### src/rtl/hamming_pkg.sv
// Layout shared by the Hamming(38,32) SEC encoder and decoder.
// Every consumer imports this package, so both ends agree on which codeword position carries which bit.
package hamming_pkg;

  localparam int CW_W   = 38;
  localparam int DATA_W = 32;
  localparam int PAR_W  = 6;

  localparam int PAR_POS [PAR_W] = '{1, 2, 4, 8, 16, 32};

  // Codeword position (1-based) of data bit idx.
  // The non-parity positions are filled in ascending order.
  function automatic int data_pos(input int idx);
    int n;
    bit is_par;
    n = 0;
    data_pos = 0;
    for (int p = 1; p <= CW_W; p++) begin
      is_par = 1'b0;
      for (int k = 0; k < PAR_W; k++)
        if (PAR_POS[k] == p) is_par = 1'b1;
      if (!is_par) begin
        if (n == idx) data_pos = p;
        n++;
      end
    end
  endfunction

endpackage

### src/rtl/hamming_syndrome.sv
// Combinational syndrome of a 38-bit even-parity Hamming codeword.
// The syndrome is the XOR of the 1-based positions of all set bits.
module hamming_syndrome
  import hamming_pkg::*;
(
  input  logic [CW_W-1:0]  cw_i,
  output logic [PAR_W-1:0] syn_o
);

  always_comb begin
    syn_o = '0;
    for (int p = 1; p <= CW_W; p++)
      if (cw_i[p-1]) syn_o = syn_o ^ PAR_W'(p);
  end

endmodule

### src/rtl/decoder.sv
// Registered Hamming(38,32) SEC decoder: syndrome, single-bit correction, payload extraction.
// Latency is one cycle; the data outputs hold their values while no codeword is presented.
module decoder
  import hamming_pkg::*;
(
  input  logic              clk,
  input  logic              rst,
  input  logic              valid_in,
  input  logic [CW_W-1:0]   data_in,
  output logic              valid_out,
  output logic [DATA_W-1:0] org_data,
  output logic              error,
  output logic              uncorrectable,
  output logic [PAR_W-1:0]  syndrome
);

  logic [PAR_W-1:0]  syn;
  logic [CW_W-1:0]   corrected;
  logic [DATA_W-1:0] data_d, data_q;
  logic              err_d, err_q;
  logic              unc_d, unc_q;
  logic [PAR_W-1:0]  syn_q;
  logic              valid_q;

  hamming_syndrome u_syndrome (
    .cw_i  (data_in),
    .syn_o (syn)
  );

  // A syndrome above CW_W matches no position, so it leaves the word untouched.
  always_comb begin
    corrected = data_in;
    for (int p = 1; p <= CW_W; p++)
      if (syn == PAR_W'(p)) corrected[p-1] = ~corrected[p-1];
  end

  always_comb begin
    data_d = '0;
    for (int i = 0; i < DATA_W; i++)
      data_d[i] = corrected[data_pos(i)-1];
    err_d = (syn != '0);
    unc_d = (syn > PAR_W'(CW_W));
  end

  always_ff @(posedge clk) begin
    if (rst) begin
      valid_q <= 1'b0;
      data_q  <= '0;
      err_q   <= 1'b0;
      unc_q   <= 1'b0;
      syn_q   <= '0;
    end else begin
      valid_q <= valid_in;
      if (valid_in) begin
        data_q <= data_d;
        err_q  <= err_d;
        unc_q  <= unc_d;
        syn_q  <= syn;
      end
    end
  end

  assign valid_out     = valid_q;
  assign org_data      = data_q;
  assign error         = err_q;
  assign uncorrectable = unc_q;
  assign syndrome      = syn_q;

endmodule

### config.mk
export PLATFORM = sky130hd
export DESIGN_NAME = decoder
export DESIGN_NICKNAME = d
export VERILOG_FILES = /design/src/rtl/hamming_pkg.sv /design/src/rtl/hamming_syndrome.sv /design/src/rtl/decoder.sv
export SDC_FILE = /design/constraint.sdc
export NUM_CORES = 1
export LEC_CHECK = 0
export CORE_ASPECT_RATIO = 1.75
export CORE_MARGIN = 3
export CORE_UTILIZATION = 45
export DETAILED_ROUTE_END_ITERATION = 12
export PLACE_DENSITY = 0.87
export SYNTH_ARGS = -nofsm -noshare
export SYNTH_HDL_FRONTEND = slang
export SYNTH_SLANG_ARGS = --single-unit --ignore-timing --ignore-initial --compat-mode --unroll-limit 50000
export TNS_END_PERCENT = 5
### constraint.sdc
create_clock -name clk -period 2.8 [get_ports clk]
set_input_delay 0.56 -clock clk [delete_from_list [all_inputs] [get_ports clk]]
set_output_delay 0.56 -clock clk [all_outputs]
set_load 0.005 [all_outputs]
# [Yosys cells after proc, flatten, opt, wreduce, memory -nomap -nowiden]
# Cells that the tools add are included.
[classes] n_eq_ne=32 bitwise_logic=69 n_reduce_logical=1 order_cmp=1 muxes=70
[op_table] operator="6-bit by 5-bit == test with 1-bit output (second input constant)" n=15
[op_table] operator="5-bit 2-to-1 mux" n=16
[op_table] operator="6-bit by 4-bit == test with 1-bit output (second input constant)" n=7
[op_table] operator="6-bit 2-to-1 mux" n=7
[op_table] operator="3-bit NOT" n=13
[op_table] operator="6-bit == test (second input constant)" n=6
[op_table] operator="1-bit 2-to-1 mux" n=33
[op_table] operator="4-bit 2-to-1 mux" n=8
[op_table] operator="1-bit NOT" n=32
[op_table] operator="2-bit NOT" n=13
[op_table] operator="4-bit NOT" n=5
[op_table] operator="6-bit by 3-bit == test with 1-bit output (second input constant)" n=3
[op_table] operator="3-bit 2-to-1 mux" n=4
[op_table] operator="6-bit by 2-bit == test with 1-bit output (second input constant)" n=1
[op_table] operator="6-bit > comparator (second input constant)" n=1
[op_table] operator="6-bit nonzero test" n=1
[op_table] operator="1-bit NOT (first input constant)" n=5
[op_table] operator="5-bit NOT" n=1
[op_table] operator="2-bit 2-to-1 mux" n=2
[totals] reg_bits=41 elab_cells=178 out_inout_bits=41 inputBits=41

# [Depth between registers and ports, before layout]
# Gate-level depths: netlist of the first run.
[logic_depth] ltp_word=72 mapped_depth=8 mapped_depth_nobuf=6

# [Modules after synthesis]
# From an unflattened synthesis of the first run, not the netlist that was laid out.
[hier_totals] cells_unflattened=280 area_unflattened_um2=2571.2
[modules_own_cells] module="decoder" seq_area_each_um2=820.8 area_each_um2=1965.6 n_inst=1 cells_each=225
[modules_own_cells] module="hamming_syndrome" seq_area_each_um2=0.0 area_each_um2=605.6 n_inst=1 cells_each=55

# [Least setup slack after synthesis of the first run]
# OpenSTA, ideal clock, no wires.
[synth_timing] path_kind="input -> register" startpoint="input data_in[37]" endpoint="register data_q[21] (netlist: org_data[21])" required_ns=2.709 arrival_ns=2.562 cell_stages=7 n_path_buf=1 setup_ns=0.091 setup_slack_ns=0.147 cell_sequence="xnor3_1 > xor2_2 > xnor3_2 > xnor2_1 > buf_4 > or4_1 > a311oi_1"
[synth_between] elab_chain_len=3
[synth_lines] item="from (decl)" line_no="decoder.sv:9" rtl="input logic [CW_W-1:0] data_in,"
[synth_lines] item="6-bit 2-to-1 mux" line_no="hamming_syndrome.sv:13" rtl="if (cw_i[p-1]) syn_o = syn_o ^ PAR_W'(p);"
[synth_lines] item="6-bit by 5-bit == test with 1-bit output" line_no="decoder.sv:34" rtl="if (syn == PAR_W'(p)) corrected[p-1] = ~corrected[p-1];"
[synth_lines] item="1-bit 2-to-1 mux" line_no="decoder.sv:34"
[synth_lines] item="to (signal assigned)" line_no="decoder.sv:55" rtl="data_q <= data_d;"
[synth_lines] item="to (decl)" line_no="decoder.sv:19" rtl="logic [DATA_W-1:0] data_d, data_q;"
# Every way passes these cells.
# A chain may end at the register's enable or synchronous reset.

# [Final worst setup path of the first run]
[layout_timing] startpoint="input data_in[25]" endpoint="register data_q[22] (netlist: org_data[22])"
[layout_between] elab_chain_len=21
[layout_lines] item="5-bit 2-to-1 mux *" line_no="hamming_syndrome.sv:13"
[layout_lines] item="4-bit NOT (no source line)"
[layout_lines] item="5-bit 2-to-1 mux * (3 in a row)" line_no="hamming_syndrome.sv:13"
[layout_lines] item="4-bit NOT (no source line)"
[layout_lines] item="5-bit 2-to-1 mux *" line_no="hamming_syndrome.sv:13"
[layout_lines] item="5-bit NOT (no source line)"
[layout_lines] item="5-bit 2-to-1 mux *" line_no="hamming_syndrome.sv:13"
[layout_lines] item="6-bit 2-to-1 mux * (2 in a row)" line_no="hamming_syndrome.sv:13"
[layout_lines] item="2-bit NOT (no source line)"
[layout_lines] item="6-bit 2-to-1 mux *" line_no="hamming_syndrome.sv:13"
[layout_lines] item="3-bit NOT (no source line)"
[layout_lines] item="6-bit 2-to-1 mux * (3 in a row)" line_no="hamming_syndrome.sv:13"
[layout_lines] item="3-bit NOT (no source line)"
[layout_lines] item="6-bit 2-to-1 mux *" line_no="hamming_syndrome.sv:13"
[layout_lines] item="6-bit by 5-bit == test with 1-bit output *" line_no="decoder.sv:34"
[layout_lines] item="1-bit 2-to-1 mux *" line_no="decoder.sv:34"
# Every way passes the cells marked *; elsewhere a longest branch is shown, timed or not.

==> flow_summary.toml, run 1 <==
[floorplanning]
rows = 41
io_pins = 82
core_sq_um = 7230
dieHeight_um = 120
die_w_um = 71.4
initial_core_util = 0.465
dieArea_sq_um = 8590

[flow_run]
maxCapViolCount = 0

[synthesis]
ys_seq_area_frac = 0.244
synth_top_cell_by_area = "dfxtp_1"
synth_area_leaders = "dfxtp_1 (24%), xnor3_1 (7.4%), o31ai_1 (6.7%)"
synth_cell_type_count = 37
avgSynthCellArea_sq_um = 8.65
syn_area_sq_um = 3360
synth_edf_count = 0
synth_ff_type = "dfxtp_1"
yosys.cell_count.top_type = "nor2_1"
syn_inst = 389
async_flop_share = 0
ys_ff_latch = 41
ys_warn_count = 0
synth_top_area_share = 0.244
synth_common_cells = "nor2_1 (44), dfxtp_1 (41), o31ai_1 (30), nand2_1 (24), xnor2_1 (24)"
synth_nets = 430

[routing]
wire_per_inst_um = 24.8
drc = 0
first_pass_iters = 5
drt_iter0_drc = 755
ant_nets = 0
viasPerCell = 6.63
routed_wl_mm = 16.3
vias = 4358

[clock_network]
cts-root-buf = "clkbuf_16"
cts_hold_buf = 0
path_clk_slew_ns = 0.07
numCtsBuffers = 5
clockBufferDepth = 2
cts.sinks = 41
clock_latency_ns = 0.30
cts_tree = "yes"
cts_max_level = 2

[placed_design]
dp_hpwl_mm = 8.79
dpl-instance-area_sq_um = 4850
dp.cells = 613
io_buffers = 81
gp_congestion = 0.954

[power]
p_leak_nw = 2.47
peakVddDrop_uv = 910
p_total_mw = 5.95
power.density_nw_per_um2 = 1050

[timing]
final_hold_viol_count = 0
maxSlewHeadroom = 0.482
slew_viol_final = 0
setup_ws_ns = -0.182
worstMarginPinSlew_ns = 0.777
setup-violations-final = 32
fin_worst_skew_ns = 0
post-route-min-period_ns = 2.98
max_freq_mhz = 335
rsz0062_at_grt = "true"
fin_crit_sh = 1.06

[status]
violations = "negative setup slack"
status = "finished, violations left"

[cells_and_area]
final_cells = 657
final_area_sq_um = 5670
synthToLayoutAreaGrowth_pct = 68.5
diodes = 0
drive_gt1_frac = 0.398
nets = 611

[grt]
grt_pass1_vias = 4184
antenna_found_initial = 0
grt_pass1_wl_mm = 21.7
track_usage = 0.328
grt.overflow.total = 0
grt_max_degree = 49

[critical_path]
required_ns = 3.02
crit_fanout = 4
criticalPathCategory = "input port to register"
ff2ff_setup_slack_ns = 1.85
arrival_ns = 3.20
crit_path_start_kind = "input port"
endpoint_kind = "register"

[worst_hold_path]
hold_class = "register to register"
-- critical path, stage by stage --
cell and delay (ns):
buf_8 0.08, xor3_2 0.46, xor3_2 0.45, xnor3_2 0.36
nand4_1 0.25, buf_4 0.24, buf_4 0.13, or4_1 0.40
a311oi_1 0.26
-- through the flow --
stage           util  setup TNS [ns]  hold slack (ns)  setup WS [ns]
2_1_floorplan      -               0            0.469          0.147
3_3_place_gp   0.670          -16.39            0.475         -0.582
3_5_place_dp   0.670          -19.12            0.477         -0.683
4_1_cts        0.741           -1.25            0.485         -0.146
5_1_grt        0.784           -3.73            0.528         -0.312
6_report       0.784           -2.36            0.515         -0.182
-- power breakdown --
part / total (mW) / internal, mW / switching (mW)
Sequential: 0.774 / 0.706 / 0.0684
Clock: 0.726 / 0.446 / 0.280
Combinational: 4.45 / 2.04 / 2.41
-- sequential cells by signal, summed over array words and instances (netlist names) --
signal	flops
uncorrectable	1
error	1
org_data	32
valid_out	1
syndrome	6
-- cell type report --
type | instances | area (sq um)
Inverter | 1 | 3.75
Clock buffer | 6 | 139
Sequential cell | 41 | 821
Fill cell | 431 | 1570
Clock inverter | 2 | 37.5
Multi-Input combinational cell | 313 | 2800
Timing Repair Buffer | 208 | 1760
Tap cell | 86 | 108
-- layout by cell type, fill, tap and decap left out, types with 8 or more instances in the layout --
cell and count:
nor3b_1 21, o31ai_2 9, buf_6 12, or4_1 11, nand2_1 23, xor2_2 8, nor2_1 44, a21oi_1 18
nand2b_1 15, dfxtp_1 41, clkbuf_2 14, nand3_1 21, dlygate4sd2_1 8, xnor3_2 9, nand4_1 17, nor4_1 17
buf_4 113, o31ai_1 21, clkdlybuf4s50_1 44, xnor2_2 16
-- cell families (layout without fill, tap and decap cells) --
group / after synthesis / count (layout) / synth area share
AND/OR/NAND/NOR: 185 / 185 / 0.312
AO/OA/AOI/OAI: 66 / 66 / 0.141
XOR/XNOR: 54 / 56 / 0.234
flip-flops: 41 / 41 / 0.244
buffers and inverters: 37 / 217 / 0.0510
multiplexers: 6 / 6 / 0.0179
-- what timing repair did --
action                                  in CTS  in global routing
resized for setup                           73                 86
pin swaps                                   26                 35
setup buffers                               21                 14
gates cloned                                 0                  2
endpoints found under the setup margin      36                 35
-- worst paths after layout --
| kind | from | end | cells after the start |
|---|---|---|---|
| max reg2reg | org_data[29]$_SDFFE_PP0P_ | org_data[29]$_SDFFE_PP0P_ | 3 |
| max | data_in[25] | org_data[22]$_SDFFE_PP0P_ | 9 |
| min | org_data[17]$_SDFFE_PP0P_ | org_data[17]$_SDFFE_PP0P_ | 2 |
| min reg2reg | org_data[17]$_SDFFE_PP0P_ | org_data[17]$_SDFFE_PP0P_ | 2 |
-- per-layer routing --
metal / global-route usage / share of wire
met1: 0.345 / 0.31
met3: 0.0624 / 0.089
met4: 0.264 / 0.099
met2: 0.555 / 0.50
met5: 0 / 0
(Power assumes the default switching activity.)
==> run 2, diff against run 1 <==
Settings changed: SETUP_SLACK_MARGIN set to 0.15.
==> flow_summary.toml, run 2 (synthesis gave the netlist of run 1 again) <==
[flow_run]
maxCapViolCount = 0

[timing]
rsz0062_at_grt = "true"
setup_ws_ns = -0.136
max_freq_mhz = 341
final_hold_viol_count = 0
maxSlewHeadroom = 0.656
fin_crit_sh = 1.05
worstMarginPinSlew_ns = 0.514
holdWs_ns = 0.490
setup-violations-final = 26
slew_viol_final = 0
fin_worst_skew_ns = 0
post-route-min-period_ns = 2.94

[floorplanning]
rows = 41
initial_core_util = 0.465
io_pins = 82
dieArea_sq_um = 8590
die_w_um = 71.4
core_sq_um = 7230
dieHeight_um = 120

[critical_path]
ff2ff_setup_slack_ns = 1.82
path_cells = "dlygate4sd2_1 -> xnor2_2 -> buf_4 -> xnor3_2 -> xnor2_4 -> xnor2_4 -> or4_1 -> a311oi_1"
cp_common_cell = "xnor2_4"
criticalPathCategory = "input port to register"
required_ns = 2.98
crit_fanout = 8
endpoint_kind = "register"
crit_path_start_kind = "input port"
critical_path.top_delay_family = "XOR/XNOR gates"
max_stage_delay_ns = 0.53
slowest_stage = "or4_1"
path_buf_inv = 2
arrival_ns = 3.11

[clock_network]
cts_hold_buf = 0
cts_tree = "yes"
cts.sinks = 41
clock_latency_ns = 0.29
numCtsBuffers = 5
path_clk_slew_ns = 0.06
cts_max_level = 2
clockBufferDepth = 2
cts-root-buf = "clkbuf_16"

[cells_and_area]
drive_gt1_frac = 0.404
diodes = 0
mostFrequentLayoutCell = "buf_4"
multi_input_area_sq_um = 2840
utilization = 0.789
layout_common_cells = "buf_4 (108), clkdlybuf4s50_1 (44), nor2_1 (42)"
nets = 611
largest_reg_flops = 32
synthToLayoutAreaGrowth_pct = 69.8
fillers = 423
register_area_sq_um = 821

[routing]
ant_nets = 0
vias = 4449
routed_wl_mm = 16.7
first_pass_iters = 6
drt_iter0_drc = 748
viasPerCell = 6.78
drc = 0
wire_per_inst_um = 25.4

[grt]
grt_pass1_vias = 4311
antenna_found_initial = 0
track_usage = 0.352
grt_max_degree = 88
grt.overflow.total = 0
grt_pass1_wl_mm = 23.0

[power]
power.density_nw_per_um2 = 1070
p_leak_nw = 2.43
peakVddDrop_uv = 760

[status]
violations = "negative setup slack"
status = "finished, violations left"

[worst_hold_path]
hold_class = "register to register"

[placed_design]
place_ws_ns = -0.700
gp_congestion = 0.947
io_buffers = 81
dp_hpwl_mm = 8.66
==> run 2: changes by cell type in the layout (fill, tap and decap cells not counted), sizes merged <==
cell / change
buf: +3
clkbuf: -3
dlymetal6s2s: -3
clkdlybuf4s15: +2
bufinv: -1
dlygate4sd2: +1
xnor2: -1
xnor3: +1
==> run 2: power breakdown <==
part	leakage [nW]	total, mW	internal, mW	switching, mW
clock network	0.0690	0.597	0.350	0.247
registers	0.341	0.773	0.706	0.0669
logic	2.02	4.76	2.21	2.56
total	2.43	6.13	3.26	2.87
==> run 2: what timing repair did <==
action	CTS	global route
pin swaps	38	32
setup buffers	34	9
hold endpoints to repair	0	0
gates resized for setup	108	73
cloned	2	0
endpoints found under the setup margin	37	36
==> run 2: final cells by class <==
type,instances,share of cell area
Clock buffer,6,0.0243
Tap cell,86,0.0188
Inverter,1,0.000657
Clock inverter,1,0.00131
Sequential cell,41,0.144
Multi-Input combinational cell,313,0.497
Timing Repair Buffer,208,0.314
==> run 2: tightest hold or removal path, cell delays in order, from the launching register on <==
cell	delay, ns
dfxtp_1	0.31
nor2_1	0.08
nor3_1	0.05
==> run 2: worst paths after layout <==
kind	start	to	cells after the start
min	error$_SDFFE_PP0P_	error$_SDFFE_PP0P_	2
max	data_in[13]	org_data[17]$_SDFFE_PP0P_	8
max reg2reg	org_data[29]$_SDFFE_PP0P_	org_data[29]$_SDFFE_PP0P_	3
min reg2reg	error$_SDFFE_PP0P_	error$_SDFFE_PP0P_	2
==> run 2: per-layer routing <==
metal  share of wire  track usage  up-vias
met1            0.30        0.353     2035
met4            0.12        0.319        0
met2            0.50        0.597      417
met3           0.083       0.0666      176
met5               0            0        -
li1                -            -     1821
==> run 2: stage by stage <==
step	setup TNS [ns]	cells	area [sq um]	power, mW
finish	-1.83	656	5710	6.13
global route	-3.65	656	5710	6.27
CTS	-0.572	647	5500	5.53
detailed placement	-21.79	604	4790	4.08
global placement	-18.70	604	4790	3.98
floorplan	0	389	3360	2.43
==> run 3, diff against run 2 <==
Settings changed: CORE_ASPECT_RATIO 1.75 to 1.5, CORE_UTILIZATION 45 to 42, SYNTH_HIERARCHICAL set to 1.
==> flow_summary.toml, run 3 <==
[timing]
post-route-min-period_ns = 2.98
worstMarginPinSlew_ns = 0.572
final_hold_viol_count = 0
max_freq_mhz = 335
setup_ws_ns = -0.184
rsz0062_at_grt = "true"
fin_worst_skew_ns = 0
maxSlewHeadroom = 0.619
setup-violations-final = 28
holdWs_ns = 0.497
slew_viol_final = 0
fin_crit_sh = 1.07

[floorplanning]
dieHeight_um = 102
initial_core_util = 0.438
io_pins = 82
die_w_um = 69.9
dieArea_sq_um = 7120
core_sq_um = 5870
rows = 34

[status]
violations = "negative setup slack"
status = "finished, violations left"

[synthesis]
syn_inst = 280
synth_common_cells = "dfxtp_1 (41), nor2_1 (39), xnor2_1 (39), a311oi_1 (32)"
ys_seq_area_frac = 0.319
synth_nets = 321
syn_area_sq_um = 2570
synth_area_leaders = "dfxtp_1 (32%), xnor2_1 (13%), a311oi_1 (11%)"
synth_cell_type_count = 29
synth_ff_type = "dfxtp_1"
ys_warn_count = 6
avgSynthCellArea_sq_um = 9.18
synth_top_area_share = 0.319
ys_ff_latch = 41
yosys.cell_count.top_type = "dfxtp_1"
async_flop_share = 0
synth_edf_count = 0
synth_top_cell_by_area = "dfxtp_1"

[critical_path]
rr_startpoint = "org_data[11]$_SDFFE_PP0P_"
endpoint_kind = "register"
ff2ff_setup_slack_ns = 1.88
criticalPathCategory = "input port to register"
crit_path_start_kind = "input port"
required_ns = 2.97
crit_fanout = 5
arrival_ns = 3.16
ff2ff_path_depth = 2
r2r_end = "org_data[11]$_SDFFE_PP0P_"

[cells_and_area]
nets = 465
final_cells = 497
synthToLayoutAreaGrowth_pct = 78.6
diodes = 0
mostFrequentLayoutCell = "buf_4"
fillers = 334
largest_reg_flops = 32
multi_input_area_sq_um = 2230
layout_common_cells = "buf_4 (57), clkdlybuf4s50_1 (46), dfxtp_1 (41)"
drive_gt1_frac = 0.416
register_area_sq_um = 821

[placed_design]
place_ws_ns = -0.796
io_buffers = 81
dp_hpwl_mm = 6.16
gp_congestion = 0.893
dp.cells = 470

[worst_hold_path]
min_path_cells = 2
hold_end = "org_data[6]$_SDFFE_PP0P_"
hp-start = "org_data[6]$_SDFFE_PP0P_"
hold_class = "register to register"

[power]
seqPwrFrac = 0.181
swShare = 0.419
netSwitchingPower_mw = 1.64
clkPwrFrac = 0.100
power.density_nw_per_um2 = 850
p_total_mw = 3.90
peakVddDrop_uv = 986
p_int_mw = 2.27
p_leak_nw = 1.84
p_comb_frac = 0.720

[clock_network]
cts_hold_buf = 0
cts_max_level = 2
clock_latency_ns = 0.29
cts.sinks = 41
cts_tree = "yes"
clockBufferDepth = 2
numCtsBuffers = 5
path_clk_slew_ns = 0.08
cts-root-buf = "clkbuf_8"

[grt]
antenna_found_initial = 0
grt_pass1_vias = 3070
use_met2 = 0.508
track_usage = 0.279
grt.overflow.total = 0
grt_util_met3 = 0.0413
grt_pass1_wl_mm = 15.7
use_met1 = 0.309
busiest_layer = "met2"
grt_max_degree = 42

[routing]
vias = 3181
wire_per_inst_um = 23.8
drc = 0
ant_nets = 0
first_pass_iters = 5
drt_iter0_drc = 388
routed_wl_mm = 11.9
viasPerCell = 6.40

[flow_run]
maxCapViolCount = 0
run 3: cell count changes after synthesis, moves of 17 or more:
cell      before  now
a21oi_1       18    1
or3_1          0   30
a311oi_1      13   32
o21ai_0        0   30
nor4_1        18    0
nand3_1       21    1
nand4_1       17    0
nor3b_1       21    0
o31ai_1       30    2
nand2_1       24    2
run 3: logic make-up (layout without fill, tap and decap cells):
logic type | count (synthesis) | after routing | synth area share
buf+inv | 19 | 164 | 0.0336
simple gates | 92 | 92 | 0.206
compound gates | 67 | 67 | 0.182
xor+xnor | 55 | 55 | 0.236
flops | 41 | 41 | 0.319
mux | 6 | 6 | 0.0234
run 3: stage by stage:
step,instance area (sq um),util,setup TNS [ns]
global route,4590,0.782,-2.96
CTS,4250,0.724,-1.23
detailed placement,3810,0.650,-22.99
global placement,3810,0.650,-19.65
floorplan,2570,-,0
finish,4590,0.782,-2.05
run 3: layer usage:
metal / wire, um / part of all wire
met5: 0 / 0
met2: 5960 / 0.50
met1: 4340 / 0.37
met3: 871 / 0.074
met4: 679 / 0.057
run 3: final cells by class:
type,count,area share
clock buffer,8,0.0174
multi-input combinational,220,0.485
sequential,41,0.179
tap,72,0.0196
timing repair buffer,156,0.299
run 3: critical path: stages:
cell	delay (ns)
clkbuf_2	0.11
xnor2_1	0.22
xnor3_2	0.50
xnor2_2	0.18
xnor2_2	0.19
buf_4	0.18
or4b_4	0.52
or3_1	0.37
a311oi_1	0.32
run 3: how the worst max path moves through the flow:
stage                           endpoint  slack [ns]  depth (start not counted)        start
2_1_floorplan   org_data[2]$_SDFFE_PP0P_      0.0002                          8  data_in[14]
3_3_place_gp   org_data[27]$_SDFFE_PP0P_       -0.70                          9  data_in[12]
5_1_grt         org_data[0]$_SDFFE_PP0P_       -0.21                          9  data_in[10]
3_5_place_dp   org_data[27]$_SDFFE_PP0P_       -0.80                          9  data_in[12]
6_report       org_data[31]$_SDFFE_PP0P_       -0.18                          9  data_in[29]
4_1_cts        org_data[27]$_SDFFE_PP0P_       -0.16                          9  data_in[26]
run 3: repair_timing:
item                                    CTS  global route
gates resized for setup                 110            94
setup buffers                            13             6
pin swaps                                60            47
endpoints found under the setup margin   34            33
hold endpoints to repair                  0             0
run 3: power groups by stage:
stage | sequential, mW | clock, mW | combinational (mW)
2_1_floorplan | 0.717 | 0 | 0.921
5_1_grt | 0.712 | 0.408 | 2.92
3_3_place_gp | 0.713 | 0 | 1.70
4_1_cts | 0.701 | 0.379 | 2.27
6_report | 0.705 | 0.389 | 2.81
3_5_place_dp | 0.715 | 0 | 1.76
